===== src/rtl/cfg_bank_pkg.sv =====
// Shared definitions for the configuration-bank loader family.
//   state_t    : loader FSM states
//   ceil_div   : integer ceiling division
//   clog2      : ceiling log2 (clog2(1) = 0)
//   cnt_w      : counter width able to index n values, never below 1 bit
//   beat_cnt_w : beat-counter width for a BL_WIDTH row fed DATA_W bits per beat
package cfg_bank_pkg;

  typedef enum logic [2:0] {
    ST_IDLE,
    ST_LOAD,
    ST_WRITE,
    ST_HOLD,
    ST_DONE
  } state_t;

  function automatic int ceil_div(input int a, input int b);
    return (a + b - 1) / b;
  endfunction

  function automatic int clog2(input int n);
    int r;
    r = 0;
    while ((1 << r) < n) r++;
    return r;
  endfunction

  function automatic int cnt_w(input int n);
    return (clog2(n) < 1) ? 1 : clog2(n);
  endfunction

  function automatic int beat_cnt_w(input int bl_width, input int data_w);
    return cnt_w(ceil_div(bl_width, data_w));
  endfunction

endpackage


===== src/rtl/cfg_wl_decoder.sv =====
// Registered one-hot word-line decoder.
//   clk    : clock
//   reset  : synchronous, active-low; clears all word-lines
//   row    : row index to select
//   en     : drive the selected word-line on the next cycle
//   wl_out : one-hot (or all-zero) word-line vector, registered
module cfg_wl_decoder #(
  parameter int WL_WIDTH = 4,
  parameter int ROW_W    = 2
) (
  input  logic                clk,
  input  logic                reset,
  input  logic [ROW_W-1:0]    row,
  input  logic                en,
  output logic [WL_WIDTH-1:0] wl_out
);

  logic [WL_WIDTH-1:0] wl_d, wl_q;

  always_comb begin
    wl_d = '0;
    for (int i = 0; i < WL_WIDTH; i++) begin
      wl_d[i] = en && (row == ROW_W'(i));
    end
  end

  always_ff @(posedge clk) begin
    if (!reset) wl_q <= '0;
    else        wl_q <= wl_d;
  end

  assign wl_out = wl_q;

endmodule


===== src/rtl/cfg_bank_loader.sv =====
// Configuration-bank loader: assembles BL_WIDTH-bit rows from a DATA_W-bit
// valid/ready stream, then pulses one word-line per row, row 0 first.
//   clk       : clock
//   reset     : synchronous, active-low
//   start     : begin a full bank load (honoured in IDLE and DONE only)
//   cfg_data  : configuration word
//   cfg_valid : cfg_data valid
//   cfg_ready : word accepted this cycle when cfg_valid is also high (LOAD only)
//   bl_out    : assembled bit-line row, to tile bl_in
//   wl_out    : one-hot word-line pulse, to tile wl_in
//   busy      : high in LOAD / WRITE / HOLD
//   done      : high in DONE
module cfg_bank_loader
  import cfg_bank_pkg::*;
#(
  parameter int BL_WIDTH = 315,
  parameter int WL_WIDTH = 4,
  parameter int DATA_W   = 32,
  parameter int WL_PULSE = 2
) (
  input  logic                clk,
  input  logic                reset,
  input  logic                start,
  input  logic [DATA_W-1:0]   cfg_data,
  input  logic                cfg_valid,
  output logic                cfg_ready,
  output logic [BL_WIDTH-1:0] bl_out,
  output logic [WL_WIDTH-1:0] wl_out,
  output logic                busy,
  output logic                done
);

  localparam int BEATS   = ceil_div(BL_WIDTH, DATA_W);
  localparam int BEAT_W  = beat_cnt_w(BL_WIDTH, DATA_W);
  localparam int ROW_W   = cnt_w(WL_WIDTH);
  localparam int PULSE_W = cnt_w(WL_PULSE);

  localparam logic [BEAT_W-1:0]  LAST_BEAT  = BEAT_W'(BEATS - 1);
  localparam logic [ROW_W-1:0]   LAST_ROW   = ROW_W'(WL_WIDTH - 1);
  localparam logic [PULSE_W-1:0] LAST_PULSE = PULSE_W'(WL_PULSE - 1);

  state_t               state_d, state_q;
  logic [BEAT_W-1:0]    beat_d, beat_q;
  logic [ROW_W-1:0]     row_d, row_q;
  logic [PULSE_W-1:0]   pulse_d, pulse_q;
  logic [BL_WIDTH-1:0]  bl_d, bl_q;
  logic                 cfg_ready_d, cfg_ready_q;
  logic                 busy_d, busy_q;
  logic                 done_d, done_q;
  logic                 accept;
  logic                 wl_en;

  assign accept = cfg_valid && cfg_ready_q;

  always_comb begin
    state_d = state_q;
    beat_d  = beat_q;
    row_d   = row_q;
    pulse_d = pulse_q;
    bl_d    = bl_q;

    // Beat k lands in bits [k*DATA_W +: DATA_W]; bits beyond BL_WIDTH in the
    // last beat simply have no destination.
    for (int i = 0; i < BL_WIDTH; i++) begin
      if (accept && ((i / DATA_W) == int'(beat_q))) bl_d[i] = cfg_data[i % DATA_W];
    end

    case (state_q)
      ST_IDLE, ST_DONE: begin
        if (start) begin
          state_d = ST_LOAD;
          row_d   = '0;
          beat_d  = '0;
        end
      end
      ST_LOAD: begin
        if (accept) begin
          if (beat_q == LAST_BEAT) begin
            state_d = ST_WRITE;
            pulse_d = '0;
          end else begin
            beat_d = beat_q + 1'b1;
          end
        end
      end
      ST_WRITE: begin
        if (pulse_q == LAST_PULSE) state_d = ST_HOLD;
        else                       pulse_d = pulse_q + 1'b1;
      end
      ST_HOLD: begin
        if (row_q == LAST_ROW) begin
          state_d = ST_DONE;
        end else begin
          state_d = ST_LOAD;
          row_d   = row_q + 1'b1;
          beat_d  = '0;
        end
      end
      default: state_d = ST_IDLE;
    endcase

    // Status outputs are registered from the next state so they line up
    // with the state they describe.
    cfg_ready_d = (state_d == ST_LOAD);
    busy_d      = (state_d == ST_LOAD) || (state_d == ST_WRITE) || (state_d == ST_HOLD);
    done_d      = (state_d == ST_DONE);
  end

  always_ff @(posedge clk) begin
    if (!reset) begin
      state_q     <= ST_IDLE;
      beat_q      <= '0;
      row_q       <= '0;
      pulse_q     <= '0;
      bl_q        <= '0;
      cfg_ready_q <= 1'b0;
      busy_q      <= 1'b0;
      done_q      <= 1'b0;
    end else begin
      state_q     <= state_d;
      beat_q      <= beat_d;
      row_q       <= row_d;
      pulse_q     <= pulse_d;
      bl_q        <= bl_d;
      cfg_ready_q <= cfg_ready_d;
      busy_q      <= busy_d;
      done_q      <= done_d;
    end
  end

  // The decoder registers its output, so it is enabled from the next state:
  // the word-line rises in the same cycle the FSM enters WRITE.
  assign wl_en = (state_d == ST_WRITE);

  cfg_wl_decoder #(
    .WL_WIDTH (WL_WIDTH),
    .ROW_W    (ROW_W)
  ) u_wl_dec (
    .clk    (clk),
    .reset  (reset),
    .row    (row_q),
    .en     (wl_en),
    .wl_out (wl_out)
  );

  assign cfg_ready = cfg_ready_q;
  assign bl_out    = bl_q;
  assign busy      = busy_q;
  assign done      = done_q;

endmodule

===== config.mk =====
export PLATFORM = sky130hd
export DESIGN_NAME = cfg_bank_loader
export DESIGN_NICKNAME = d
export VERILOG_FILES = /design/src/rtl/cfg_bank_pkg.sv /design/src/rtl/cfg_wl_decoder.sv /design/src/rtl/cfg_bank_loader.sv
export SDC_FILE = /design/constraint.sdc
export NUM_CORES = 1
export LEC_CHECK = 0
export ABC_CLOCK_PERIOD_IN_PS = 2200
export CAP_MARGIN = 20
export CORE_MARGIN = 5
export CORE_UTILIZATION = 47
export CTS_CLUSTER_DIAMETER = 200
export DETAILED_ROUTE_END_ITERATION = 12
export GPL_TIMING_DRIVEN = 0
export PLACE_DENSITY = 0.81
export SETUP_SLACK_MARGIN = 0.2
export SYNTH_ARGS = -nofsm -noshare
export SYNTH_HDL_FRONTEND = slang
export SYNTH_HIERARCHICAL = 1
export SYNTH_SLANG_ARGS = --single-unit

===== constraint.sdc =====
create_clock -name clk -period 2.2 [get_ports clk]
set_input_delay 0.44 -clock clk [delete_from_list [all_inputs] [get_ports clk]]
set_output_delay 0.44 -clock clk [all_outputs]
set_load 0.01 [all_outputs]

==> reports/metrics.yaml, run 1 <==
worst_case_clock_skew_ns: 0.0144
synthesis.nets: 1548
detail-route-antenna-nets: 0
routed_wl_um: 45100
finalWorstPathRequiredPeriod_ns: 1.92
post-route-period-util_pct: 87.4
globalplace.congestion: 0.861
drt_pre_antenna_iters: 5
static-leakage-power_nw: 5.59
met1_usage_pct: 36.1
category_of_the_worst_setup_path_launch_point: "flop"
yosysWarnings: 6
timing.fmax_mhz: 520
std_cell_rows: 57
initial_core_util_pct: 48.1
avgRoutedWirePerCell_um: 20.3
insertedDiodeCount: 0
drc_errors: 0
slowest_stage: "sky130_fd_sc_hd__clkdlybuf4s50_1"
run_status: "complete, no violations"
layout.cell_area.non_filler_um2: 16800
drv_slew: 0
global_route_met2_usage_pct: 50.0
port_buffers: 325
number_of_global_route_vias_before_repair: 11500
ctsHoldBuffers: 0
cts_num_sinks: 332
htreeDepth: 2
grt_pass1_wl_um: 66500
globalRouteOverflowTotal: 0
critical_path.max_stage_delay_ns: 0.59
synthToLayoutAreaGrowth_pct: 43.2
rsz0062_at_grt: "no"
nNetsFinal: 1916
post_synth_edffs: 0
cts_tree: "done"
die_w_um: 168
max_slew.worst_pin.slew_ns: 1.04
hpwl_reported_at_the_end_of_detailed_placement_um: 32000
synthesis.area_um2: 11800
layer_with_the_highest_usage: "met2"
power_total_mw: 12.6
synth.top_cells.by_area: "sky130_fd_sc_hd__dfxtp_1 (57%), sky130_fd_sc_hd__nand2_1 (20%), sky130_fd_sc_hd__a21oi_1 (14%), sky130_fd_sc_hd__clkbuf_1 (3.5%), sky130_fd_sc_hd__buf_2 (0.85%)"
clk_path_buf_depth: 3
die_area_um2: 28300
clock-root-buffer: "sky130_fd_sc_hd__clkbuf_16"
timing_worst_setup_path_type: "flop to output port"
initial_antenna_violation_count: 0
cp_data_arrival_time_ns: 1.48
powerDensity_nw_per_um2: 747
synth_ff_type: "sky130_fd_sc_hd__dfxtp_1"
placement.cell_area_um2: 15400
syn_inst: 1507
critical_path_buf_inv_count: 1
synthDominantAreaCellType: "sky130_fd_sc_hd__dfxtp_1"
height_of_the_die_um: 168
floorplan.core_area_um2: 24500
top_cell_type_s_share_of_synthesized_area_pct: 56.5
critical_path.endpoint_type: "output port"
max_cap_viol_count: 0
postSynth.asyncResetShare_pct: 0
irDropWorstVdd_v: 0.000730
clkLatencyLatePin_ns: 0.51
final_layout_size_suffix_gt1_share_pct: 8.32
relSlewSlack_pct: 31.0
seq_area_frac_synth_pct: 56.5
crit_fanout: 2
route.detailed.vias_per_inst: 5.33
hold_fails_final_rpt: 0
pin_count_of_the_biggest_net_entering_global_routing: 15
finalSetupViolCount: 0
cts-buffers-inserted: 35
crit_path_cell_trace: "clkdlybuf4s50_1"
cpLargestDelayFamily: "buffers and inverters"
clkTransAtPathRegs_ns: 0.06
post_synth.cell_area_avg_um2: 7.80
timing.critical_path.required_ns: 1.76
postSynthRegisterBits: 332
timing.hold.worst.class: "primary input to flop"
drt_first_iter_violations: 880
gr-usage-met3_pct: 9.43
floorplan.io_pins: 358
grt.total_usage_pct: 30.0
synth_cell_types: 44
vias: 11800
-- timing repair --
action | in CTS | in global routing
endpoints found under the setup margin | 234 | 300
pin swaps | 1 | 5
gates resized for setup | 26 | 99
buffers inserted | 4 | 2
-- cells in the mapped netlist, types with 2 or more instances --
| cell | instances |
|---|---|
| sky130_fd_sc_hd__o31ai_1 | 3 |
| sky130_fd_sc_hd__dfxtp_1 | 332 |
| sky130_fd_sc_hd__or3_1 | 2 |
| sky130_fd_sc_hd__nor3_1 | 5 |
| sky130_fd_sc_hd__or2_2 | 2 |
| sky130_fd_sc_hd__and4bb_2 | 2 |
| sky130_fd_sc_hd__clkbuf_1 | 111 |
| sky130_fd_sc_hd__or4_1 | 2 |
| sky130_fd_sc_hd__nor2b_1 | 3 |
| sky130_fd_sc_hd__a31oi_1 | 2 |
| sky130_fd_sc_hd__a21boi_1 | 2 |
| sky130_fd_sc_hd__nand2b_1 | 8 |
| sky130_fd_sc_hd__buf_1 | 2 |
| sky130_fd_sc_hd__nor3_2 | 3 |
| sky130_fd_sc_hd__a21oi_1 | 319 |
| sky130_fd_sc_hd__nor2_1 | 13 |
| sky130_fd_sc_hd__and3_1 | 2 |
| sky130_fd_sc_hd__ha_1 | 5 |
| sky130_fd_sc_hd__inv_1 | 3 |
| sky130_fd_sc_hd__nand2_1 | 635 |
| sky130_fd_sc_hd__and4b_2 | 2 |
| sky130_fd_sc_hd__o21ai_0 | 3 |
| sky130_fd_sc_hd__nand4_1 | 2 |
| sky130_fd_sc_hd__nand3_1 | 5 |
| sky130_fd_sc_hd__buf_2 | 20 |
-- final cells by class --
class	count	area, um2
multi-input combinational	1037	4700
clock inverter	8	118
tap	324	405
buffer	134	601
timing repair buffer	331	3310
fill	1953	7630
clock buffer	53	1040
sequential	332	6650
inverter	4	15.0
-- cell usage in the layout, fill, tap and decap left out, types with 7 or more instances in the layout --
cell type / instances
sky130_fd_sc_hd__clkbuf_2: 39
sky130_fd_sc_hd__nor2_1: 8
sky130_fd_sc_hd__a21oi_1: 319
sky130_fd_sc_hd__buf_2: 24
sky130_fd_sc_hd__clkbuf_1: 77
sky130_fd_sc_hd__dfxtp_1: 331
sky130_fd_sc_hd__clkdlybuf4s50_1: 323
sky130_fd_sc_hd__nand2_1: 634
sky130_fd_sc_hd__buf_4: 7
sky130_fd_sc_hd__clkbuf_16: 37
-- worst paths after layout --
kind | start | to | slack, ns | cells after the start
worst min register to register | bl_out[3]$_SDFFE_PN0P_ | bl_out[3]$_SDFFE_PN0P_ | 0.45 | 2
worst max register to register | beat_q[0]$_SDFFE_PN0P_ | bl_out[25]$_SDFFE_PN0P_ | 0.28 | 8
worst max-delay path | bl_out[223]$_SDFFE_PN0P_ | bl_out[223] | 0.28 | 1
worst min-delay path | cfg_data[31] | bl_out[159]$_SDFFE_PN0P_ | 0.39 | 3
-- flip-flops by register name, summed over array words and instances, names as in the netlist --
signal	count
pulse_q	1
busy	1
done	1
row_q	2
u_wl_dec/wl_out	4
bl_out	315
cfg_ready	1
beat_q	4
state_q	3
-- layer usage --
layer  up-vias  routed length (um)  share of wire, %
met2       596               21100                47
met5         -                   0                 0
li1       5586                   -                 -
met3       115                4530                10
met4         0                1980               4.4
met1      5551               17400                39
-- kinds of logic (layout without fill, tap and decap cells) --
| logic type | count (synthesis) | count (layout) | share of synthesized area (%) |
|---|---|---|---|
| and+or+nand+nor | 694 | 694 | 23.5 |
| AOI/OAI and AO/OA | 337 | 337 | 14.7 |
| DFF | 332 | 332 | 56.5 |
| buffers and inverters | 138 | 530 | 4.65 |
| adders and majority gates | 5 | 5 | 0.532 |
| muxes | 1 | 1 | 0.0851 |
-- metrics by stage --
step	util (%)	worst slack (ns)	TNS, ns	cells	hold WS [ns]
2_1_floorplan	-	0.322	0	1507	0.459
5_1_grt	68.8	0.209	0	2223	0.389
3_5_place_dp	63.0	-0.882	-100.56	2156	0.446
3_3_place_gp	63.0	-0.851	-88.78	2156	0.441
4_1_cts	68.1	0.0223	0	2221	0.377
6_report	68.8	0.277	0	2223	0.392
-- report_power, final --
group / leakage [nW] / switching, mW / internal, mW
Sequential: 2.68 / 0.0221 / 6.04
Combinational: 2.35 / 0.389 / 0.130
Clock: 0.563 / 2.38 / 3.60
No activity file was read; power rests on OpenSTA's default activity.
==> inputs of run 2 (changes only) <==
--- a/config.mk
+++ b/config.mk
@@ -5,6 +5,7 @@
 export SDC_FILE = /design/constraint.sdc
 export NUM_CORES = 1
 export LEC_CHECK = 0
+export ABC_AREA = 1
 export ABC_CLOCK_PERIOD_IN_PS = 2200
 export CAP_MARGIN = 20
 export CORE_MARGIN = 5
==> run 2 against run 1 <==
Compared with the run above: global-route usage shrank 1.2 points; first-iteration DRC count increased by 28%; final cell count up 1.2%; non-clock buffer count fell by 11; core utilization down 1.8 points; clock power grew 2%; clock skew shrank 0.0044 ns; via count down 1.5%; register-to-register slack gained 0.07 ns; hold slack better by 0.076 ns; total power grew 2.8%.
==> reports/metrics.yaml, run 2 <==
run_status: "complete, no violations"  # unchanged
grt_pass1_wl_um: 64000  # was 66500 um
postSynthRegisterBits: 332  # unchanged
relSlewSlack_pct: 50.4  # was 31.0%
cts_num_sinks: 332  # unchanged
insertedDiodeCount: 0  # unchanged
clock-root-buffer: "sky130_fd_sc_hd__clkbuf_16"  # unchanged
top_cell_type_s_share_of_synthesized_area_pct: 56.1  # was 56.5%
max_slew.worst_pin.slew_ns: 0.744  # was 1.04 ns
route.detailed.vias_per_inst: 5.19  # was 5.33
die_w_um: 169  # was 168 um
pin_count_of_the_biggest_net_entering_global_routing: 16  # was 15
seq_area_frac_synth_pct: 56.1  # was 56.5%
htreeDepth: 2  # unchanged
syn_inst: 1530  # was 1507
drt_pre_antenna_iters: 5  # unchanged
static-leakage-power_nw: 6.13  # was 5.59 nW
number_of_global_route_vias_before_repair: 11000  # was 11500
yosysWarnings: 6  # unchanged
cp_data_arrival_time_ns: 2.36  # was 1.48 ns
initial_antenna_violation_count: 0  # unchanged
detail-route-antenna-nets: 0  # unchanged
synthesis.nets: 1571  # was 1548
die_area_um2: 28500  # was 28300 um2
floorplan.core_area_um2: 25000  # was 24500 um2
irDropWorstVdd_v: 0.000578  # was 0.000730 V
yosys-top-cells-count: "sky130_fd_sc_hd__nor2_1 (651), sky130_fd_sc_hd__dfxtp_1 (332), sky130_fd_sc_hd__o21ai_0 (297), sky130_fd_sc_hd__clkbuf_1 (75), sky130_fd_sc_hd__nand2_1 (28)"  # was sky130_fd_sc_hd__nand2_1 (635), sky130_fd_sc_hd__dfxtp_1 (332), sky130_fd_sc_hd__a21oi_1 (319), sky130_fd_sc_hd__clkbuf_1 (111), sky130_fd_sc_hd__buf_2 (20)
hpwl_reported_at_the_end_of_detailed_placement_um: 31000  # was 32000 um
nNetsFinal: 1938  # was 1916
timing.critical_path.required_ns: 2.64  # was 1.76 ns
port_buffers: 330  # was 325
hold_fails_final_rpt: 0  # unchanged
finalWorstPathRequiredPeriod_ns: 1.92  # about the same
cts_tree: "done"  # unchanged
std_cell_rows: 58  # was 57
worst_case_clock_skew_ns: 0.0100  # was 0.0144 ns
synth.most_common_cell: "sky130_fd_sc_hd__nor2_1"  # was sky130_fd_sc_hd__nand2_1
synthToLayoutAreaGrowth_pct: 41.5  # was 43.2%
postSynth.asyncResetShare_pct: 0  # unchanged
final_cell_mix: "sky130_fd_sc_hd__nor2_1 (651), sky130_fd_sc_hd__dfxtp_1 (332), sky130_fd_sc_hd__clkdlybuf4s50_1 (330)"  # was sky130_fd_sc_hd__nand2_1 (634), sky130_fd_sc_hd__dfxtp_1 (331), sky130_fd_sc_hd__clkdlybuf4s50_1 (323)
avgRoutedWirePerCell_um: 19.2  # was 20.3 um
drc_errors: 0  # unchanged
routed_wl_um: 43100  # was 45100 um
powerDensity_nw_per_um2: 771  # was 747 nW/um2
globalplace.congestion: 0.860  # was 0.861
cts-buffers-inserted: 35  # unchanged
drv_slew: 0  # unchanged
drt_first_iter_violations: 1126  # was 880
regArea_um2: 6650  # about the same
finalSetupViolCount: 0  # unchanged
timing_worst_setup_path_type: "primary input to flop"  # was flop to output port
rsz0062_at_grt: "yes"  # was no
category_of_the_worst_setup_path_launch_point: "primary input"  # was flop
post-route-period-util_pct: 87.3  # was 87.4%
power_total_mw: 12.9  # was 12.6 mW
crit_fanout: 10  # was 2
multiInputGateArea_um2: 4490  # was 4700 um2
final.setup.tns_ns: 0  # unchanged
synthDominantAreaCellType: "sky130_fd_sc_hd__dfxtp_1"  # unchanged
synth_ff_type: "sky130_fd_sc_hd__dfxtp_1"  # unchanged
post_synth_edffs: 0  # unchanged
critical_path.endpoint_type: "flop"  # was output port
largest_reg_flops: 315  # unchanged
synth_cell_types: 26  # was 44
timing.hold.worst.class: "flop to flop"  # was primary input to flop
clkTransAtPathRegs_ns: 0.06  # about the same
grt.total_usage_pct: 28.8  # was 30.0%
synthesis.area_um2: 11900  # was 11800 um2
globalRouteOverflowTotal: 0  # unchanged
fillerInstances: 2077  # was 1953
vias: 11700  # was 11800
initial_core_util_pct: 47.3  # was 48.1%
synth.top_cells.by_area: "sky130_fd_sc_hd__dfxtp_1 (56%), sky130_fd_sc_hd__nor2_1 (21%), sky130_fd_sc_hd__o21ai_0 (13%), sky130_fd_sc_hd__clkbuf_1 (2.4%), sky130_fd_sc_hd__buf_2 (1.1%)"  # was sky130_fd_sc_hd__dfxtp_1 (57%), sky130_fd_sc_hd__nand2_1 (20%), sky130_fd_sc_hd__a21oi_1 (14%), sky130_fd_sc_hd__clkbuf_1 (3.5%), sky130_fd_sc_hd__buf_2 (0.85%)
timing.fmax_mhz: 521  # was 520 MHz
layout.cells.most_common: "sky130_fd_sc_hd__nor2_1"  # was sky130_fd_sc_hd__nand2_1
max_cap_viol_count: 0  # unchanged
post_synth.cell_area_avg_um2: 7.75  # was 7.80 um2
clkLatencyLatePin_ns: 0.50  # was 0.51 ns
clk_path_buf_depth: 3  # unchanged
final_layout_size_suffix_gt1_share_pct: 7.50  # was 8.32%
height_of_the_die_um: 169  # was 168 um
floorplan.io_pins: 358  # unchanged
run 2: changes by cell type in the layout (fill, tap and decap cells not counted), sizes merged, moves of 8 or more:
cell    before  now
a21oi      320   11
nor2        14  658
buf         32   45
nand2b       8    0
o21ai        4  317
inv          4   31
clkbuf     161  123
nand2      635   36
run 2: cell type report:
cell class / instances / area share (%)
Sequential cell: 332 / 39.6
Inverter: 31 / 0.709
Clock buffer: 44 / 5.80
Timing Repair Buffer: 330 / 19.7
Buffer: 124 / 3.68
Multi-Input combinational cell: 1043 / 26.8
Tap cell: 330 / 2.46
Clock inverter: 15 / 1.24
run 2: repair_timing:
action | CTS | global route
setup buffers | 0 | 0
hold buffers | 0 | 0
setup endpoints to repair | 7 | 72
gates resized for setup | 1 | 18
hold endpoints to repair | 0 | 0
run 2: worst paths after layout:
kind | startpoint | end | slack (ns) | cells past startpoint
setup / recovery | reset | bl_out[77]$_SDFFE_PN0P_ | 0.28 | 6
hold / removal | pulse_q$_SDFFE_PN0P_ | pulse_q$_SDFFE_PN0P_ | 0.47 | 2
setup reg to reg | beat_q[0]$_SDFFE_PN0P_ | bl_out[254]$_SDFFE_PN0P_ | 0.35 | 8
hold reg to reg | pulse_q$_SDFFE_PN0P_ | pulse_q$_SDFFE_PN0P_ | 0.47 | 2
run 2: where the power goes:
part | switching, mW | leakage (nW) | internal, mW
combinational | 0.479 | 2.88 | 0.235
clock | 2.39 | 0.575 | 3.71
sequential | 0.0352 | 2.68 | 6.07
total | 2.91 | 6.13 | 10.0
run 2: kinds of logic after synthesis:
| group | Yosys count | share of synthesized area (%) |
|---|---|---|
| xor+xnor | 1 | 0.0739 |
| simple gates | 708 | 23.3 |
| fa+ha+maj | 5 | 0.528 |
| flops | 332 | 56.1 |
| compound gates | 329 | 13.9 |
| buf+inv | 155 | 6.11 |
run 2: through the flow:
step | setup slack (ns) | util, % | hold WS, ns | cell area (um2) | std cells
final | 0.279 | 67.0 | 0.468 | 16800 | 2249
after detailed placement | -0.322 | 62.2 | 0.467 | 15600 | 2190
after global routing | 0.192 | 67.0 | 0.474 | 16800 | 2249
after CTS | 0.252 | 66.9 | 0.455 | 16700 | 2249
after global placement | -0.317 | 62.2 | 0.450 | 15600 | 2190
after floorplan | 0.733 | - | 0.441 | 11900 | 1530
run 2: routing by layer:
layer	vias to the layer above	global-route usage (%)	share of wire [%]
met5	-	0	0
met4	0	9.84	3.6
met3	96	6.33	8.4
met2	511	49.6	48
met1	5479	35.8	40
li1	5579	-	-
run 2: critical path, cell delays in order:
cell and delay [ns]:
sky130_fd_sc_hd__clkdlybuf4s50_1 0.58, sky130_fd_sc_hd__buf_4 0.21, sky130_fd_sc_hd__buf_2 0.33, sky130_fd_sc_hd__clkbuf_1 0.47, sky130_fd_sc_hd__o21ai_0 0.21, sky130_fd_sc_hd__nor2_1 0.11
==> inputs of run 3 (changes only) <==
--- a/config.mk
+++ b/config.mk
@@ -8,9 +8,10 @@
 export ABC_AREA = 1
 export ABC_CLOCK_PERIOD_IN_PS = 2200
 export CAP_MARGIN = 20
+export CORE_ASPECT_RATIO = 0.9
 export CORE_MARGIN = 5
 export CORE_UTILIZATION = 47
-export CTS_CLUSTER_DIAMETER = 200
+export CTS_CLUSTER_DIAMETER = 100
 export DETAILED_ROUTE_END_ITERATION = 12
 export GPL_TIMING_DRIVEN = 0
 export PLACE_DENSITY = 0.81
==> run 3 against run 2 <==
Compared with the run above: via count grew 0.37%; core utilization hardly changed; clock power fell by 4.9%; maximum frequency increased by 0.50%; flip-flop and latch count unchanged; design area down 0.28%; hold slack better by 0.0046 ns; clock-buffer cell count rose by 3; critical path depth shrank 5; non-clock buffer count unchanged; sequential share of layout area is 0.11 points higher; first-iteration DRC count grew 1.2%.
==> reports/metrics.yaml, run 3 (synthesized netlist as in run 2, its figures left out) <==
reg2reg_slack_ns: 0.35  # about the same
avgRoutedWirePerCell_um: 19.4  # was 19.2 um
clkLatencyLatePin_ns: 0.51  # was 0.50 ns
globalRouteOverflowTotal: 0  # unchanged
pre_cts_setup_slack_ns: -0.179  # was -0.322 ns
irDropWorstVdd_v: 0.000630  # was 0.000578 V
max_slew.worst_pin.slew_ns: 0.788  # was 0.744 ns
post-route-period-util_pct: 86.9  # was 87.3%
nNetsFinal: 1938  # unchanged
rsz0062_at_grt: "no"  # was yes
clock-root-buffer: "sky130_fd_sc_hd__clkbuf_16"  # unchanged
slowest_stage: "sky130_fd_sc_hd__clkdlybuf4s50_1"  # unchanged
finalSetupViolCount: 0  # unchanged
path_depth: 1  # was 6
pin_count_of_the_biggest_net_entering_global_routing: 15  # was 16
number_of_global_route_vias_before_repair: 11300  # was 11000
height_of_the_die_um: 161  # was 169 um
crit_path_cell_trace: "clkdlybuf4s50_1"  # was clkdlybuf4s50_1 > buf_4 > buf_2 > clkbuf_1 > o21ai_0 > nor2_1
postLayoutSetupSlackWorst_ns: 0.289  # was 0.279 ns
timing_worst_setup_path_type: "flop to output port"  # was primary input to flop
timing.critical_path.required_ns: 1.76  # was 2.64 ns
htreeDepth: 2  # unchanged
layout.cell_area.non_filler_um2: 16700  # was 16800 um2
grt.total_usage_pct: 29.5  # was 28.8%
finalWorstPathRequiredPeriod_ns: 1.91  # was 1.92 ns
final_layout_size_suffix_gt1_share_pct: 7.34  # was 7.50%
critPathLaunch: "bl_out[108]$_SDFFE_PN0P_"  # was reset
die_area_um2: 28500  # about the same
timing.fmax_mhz: 523  # was 521 MHz
static-leakage-power_nw: 6.09  # was 6.13 nW
route.detailed.vias_per_inst: 5.17  # was 5.19
drt_pre_antenna_iters: 6  # was 5
clkTransAtPathRegs_ns: 0.06  # about the same
cp_data_arrival_time_ns: 1.47  # was 2.36 ns
cts-buffers-inserted: 35  # unchanged
max_cap_viol_count: 0  # unchanged
critical_path_buf_inv_count: 1  # was 4
finish.utilization_pct: 66.9  # was 67.0%
cpLargestDelayFamily: "buffers and inverters"  # unchanged
layout.cells.most_common: "sky130_fd_sc_hd__nor2_1"  # unchanged
fillerInstances: 2075  # was 2077
critical_path.endpoint_type: "output port"  # was flop
critical_path.max_stage_delay_ns: 0.57  # was 0.58 ns
drt_first_iter_violations: 1140  # was 1126
run_status: "complete, no violations"  # unchanged
crit_fanout: 2  # was 10
endpoint: "bl_out[108]"  # was bl_out[77]$_SDFFE_PN0P_
grt_pass1_wl_um: 65400  # was 64000 um
powerDensity_nw_per_um2: 755  # was 771 nW/um2
worstReg2RegEnd: "bl_out[270]$_SDFFE_PN0P_"  # was bl_out[254]$_SDFFE_PN0P_
drc_errors: 0  # unchanged
cts_tree: "done"  # unchanged
die_w_um: 177  # was 169 um
rr_worst_depth: 8  # unchanged
reg2reg_from: "beat_q[0]$_SDFFE_PN0P_"  # unchanged
synthToLayoutAreaGrowth_pct: 41.1  # was 41.5%
vias: 11700  # about the same
ctsHoldBuffers: 0  # unchanged
initial_core_util_pct: 47.4  # was 47.3%
port_buffers: 330  # unchanged
floorplan.core_area_um2: 25000  # about the same
category_of_the_worst_setup_path_launch_point: "flop"  # was primary input
final_cell_mix: "sky130_fd_sc_hd__nor2_1 (651), sky130_fd_sc_hd__dfxtp_1 (332), sky130_fd_sc_hd__clkdlybuf4s50_1 (330)"  # unchanged
globalplace.congestion: 0.895  # was 0.860
hold_fails_final_rpt: 0  # unchanged
timing.hold.worst.class: "primary input to flop"  # was flop to flop
relSlewSlack_pct: 47.4  # was 50.4%
drv_slew: 0  # unchanged
clk_path_buf_depth: 3  # unchanged
std_cell_rows: 55  # was 58
cts.repair_timing.setup_buffer_count: 0  # unchanged
largest_reg_flops: 315  # unchanged
floorplan.io_pins: 358  # unchanged
cts_num_sinks: 332  # unchanged
worst_case_clock_skew_ns: 0.00724  # was 0.0100 ns
detail-route-antenna-nets: 0  # unchanged
initial_antenna_violation_count: 2  # was 0
hpwl_reported_at_the_end_of_detailed_placement_um: 31800  # was 31000 um
placement.cell_area_um2: 15600  # about the same
routed_wl_um: 43800  # was 43100 um
run 3: layout make-up:
cell class                      count  area, um2  area share (%)
Antenna cell                        1       2.50          0.0150
Buffer                            124        616            3.68
Clock buffer                       47        993            5.94
Clock inverter                     13        129           0.771
Inverter                           31        116           0.696
Multi-Input combinational cell   1043       4480            26.8
Sequential cell                   332       6650            39.8
Tap cell                          342        428            2.56
Timing Repair Buffer              330       3300            19.8
run 3: worst min-delay path by stage:
stage | from | to | slack, ns | cells after the start
2_1_floorplan | pulse_q$_SDFFE_PN0P_ | pulse_q$_SDFFE_PN0P_ | 0.44 | 2
3_3_place_gp | pulse_q$_SDFFE_PN0P_ | pulse_q$_SDFFE_PN0P_ | 0.45 | 2
3_5_place_dp | pulse_q$_SDFFE_PN0P_ | pulse_q$_SDFFE_PN0P_ | 0.45 | 2
4_1_cts | cfg_data[16] | bl_out[304]$_SDFFE_PN0P_ | 0.45 | 3
5_1_grt | cfg_data[16] | bl_out[304]$_SDFFE_PN0P_ | 0.46 | 3
6_report | cfg_data[12] | bl_out[300]$_SDFFE_PN0P_ | 0.47 | 3
run 3: worst min-delay path, stage by stage:
cell and delay, ns:
sky130_fd_sc_hd__clkbuf_1 0.23, sky130_fd_sc_hd__o21ai_1 0.20, sky130_fd_sc_hd__nor2_1 0.05
run 3: per-layer routing:
metal | vias up | track usage, % | part of all wire [%] | wire length (um)
met2 | 491 | 48.8 | 47 | 20500
met1 | 5522 | 36.6 | 40 | 17700
met5 | - | 0 | 0.030 | 13
met3 | 111 | 8.24 | 8.9 | 3910
li1 | 5582 | - | - | -
met4 | 2 | 11.6 | 3.9 | 1720
run 3: where the power goes:
group	leakage, nW	internal [mW]	switching (mW)	total (mW)
sequential	2.68	6.07	0.0366	6.11
combinational	2.87	0.234	0.477	0.712
clock	0.542	3.41	2.40	5.81
total	6.09	9.71	2.91	12.6
run 3: per-stage QoR:
step / hold WS [ns] / setup TNS [ns] / power [mW] / instances
after global placement: 0.454 / -5.93 / 6.92 / 2202
after global routing: 0.462 / 0 / 13.0 / 2262
after floorplan: 0.441 / 0 / 6.61 / 1530
final: 0.472 / 0 / 12.6 / 2263
after CTS: 0.450 / 0 / 12.7 / 2262
after detailed placement: 0.453 / -10.35 / 6.93 / 2202
run 3: timing repair:
action / 4_1_cts / 5_1_grt
endpoints found under the setup margin: 0 / 62
resized for setup: 0 / 14
hold endpoints to repair: 0 / 0
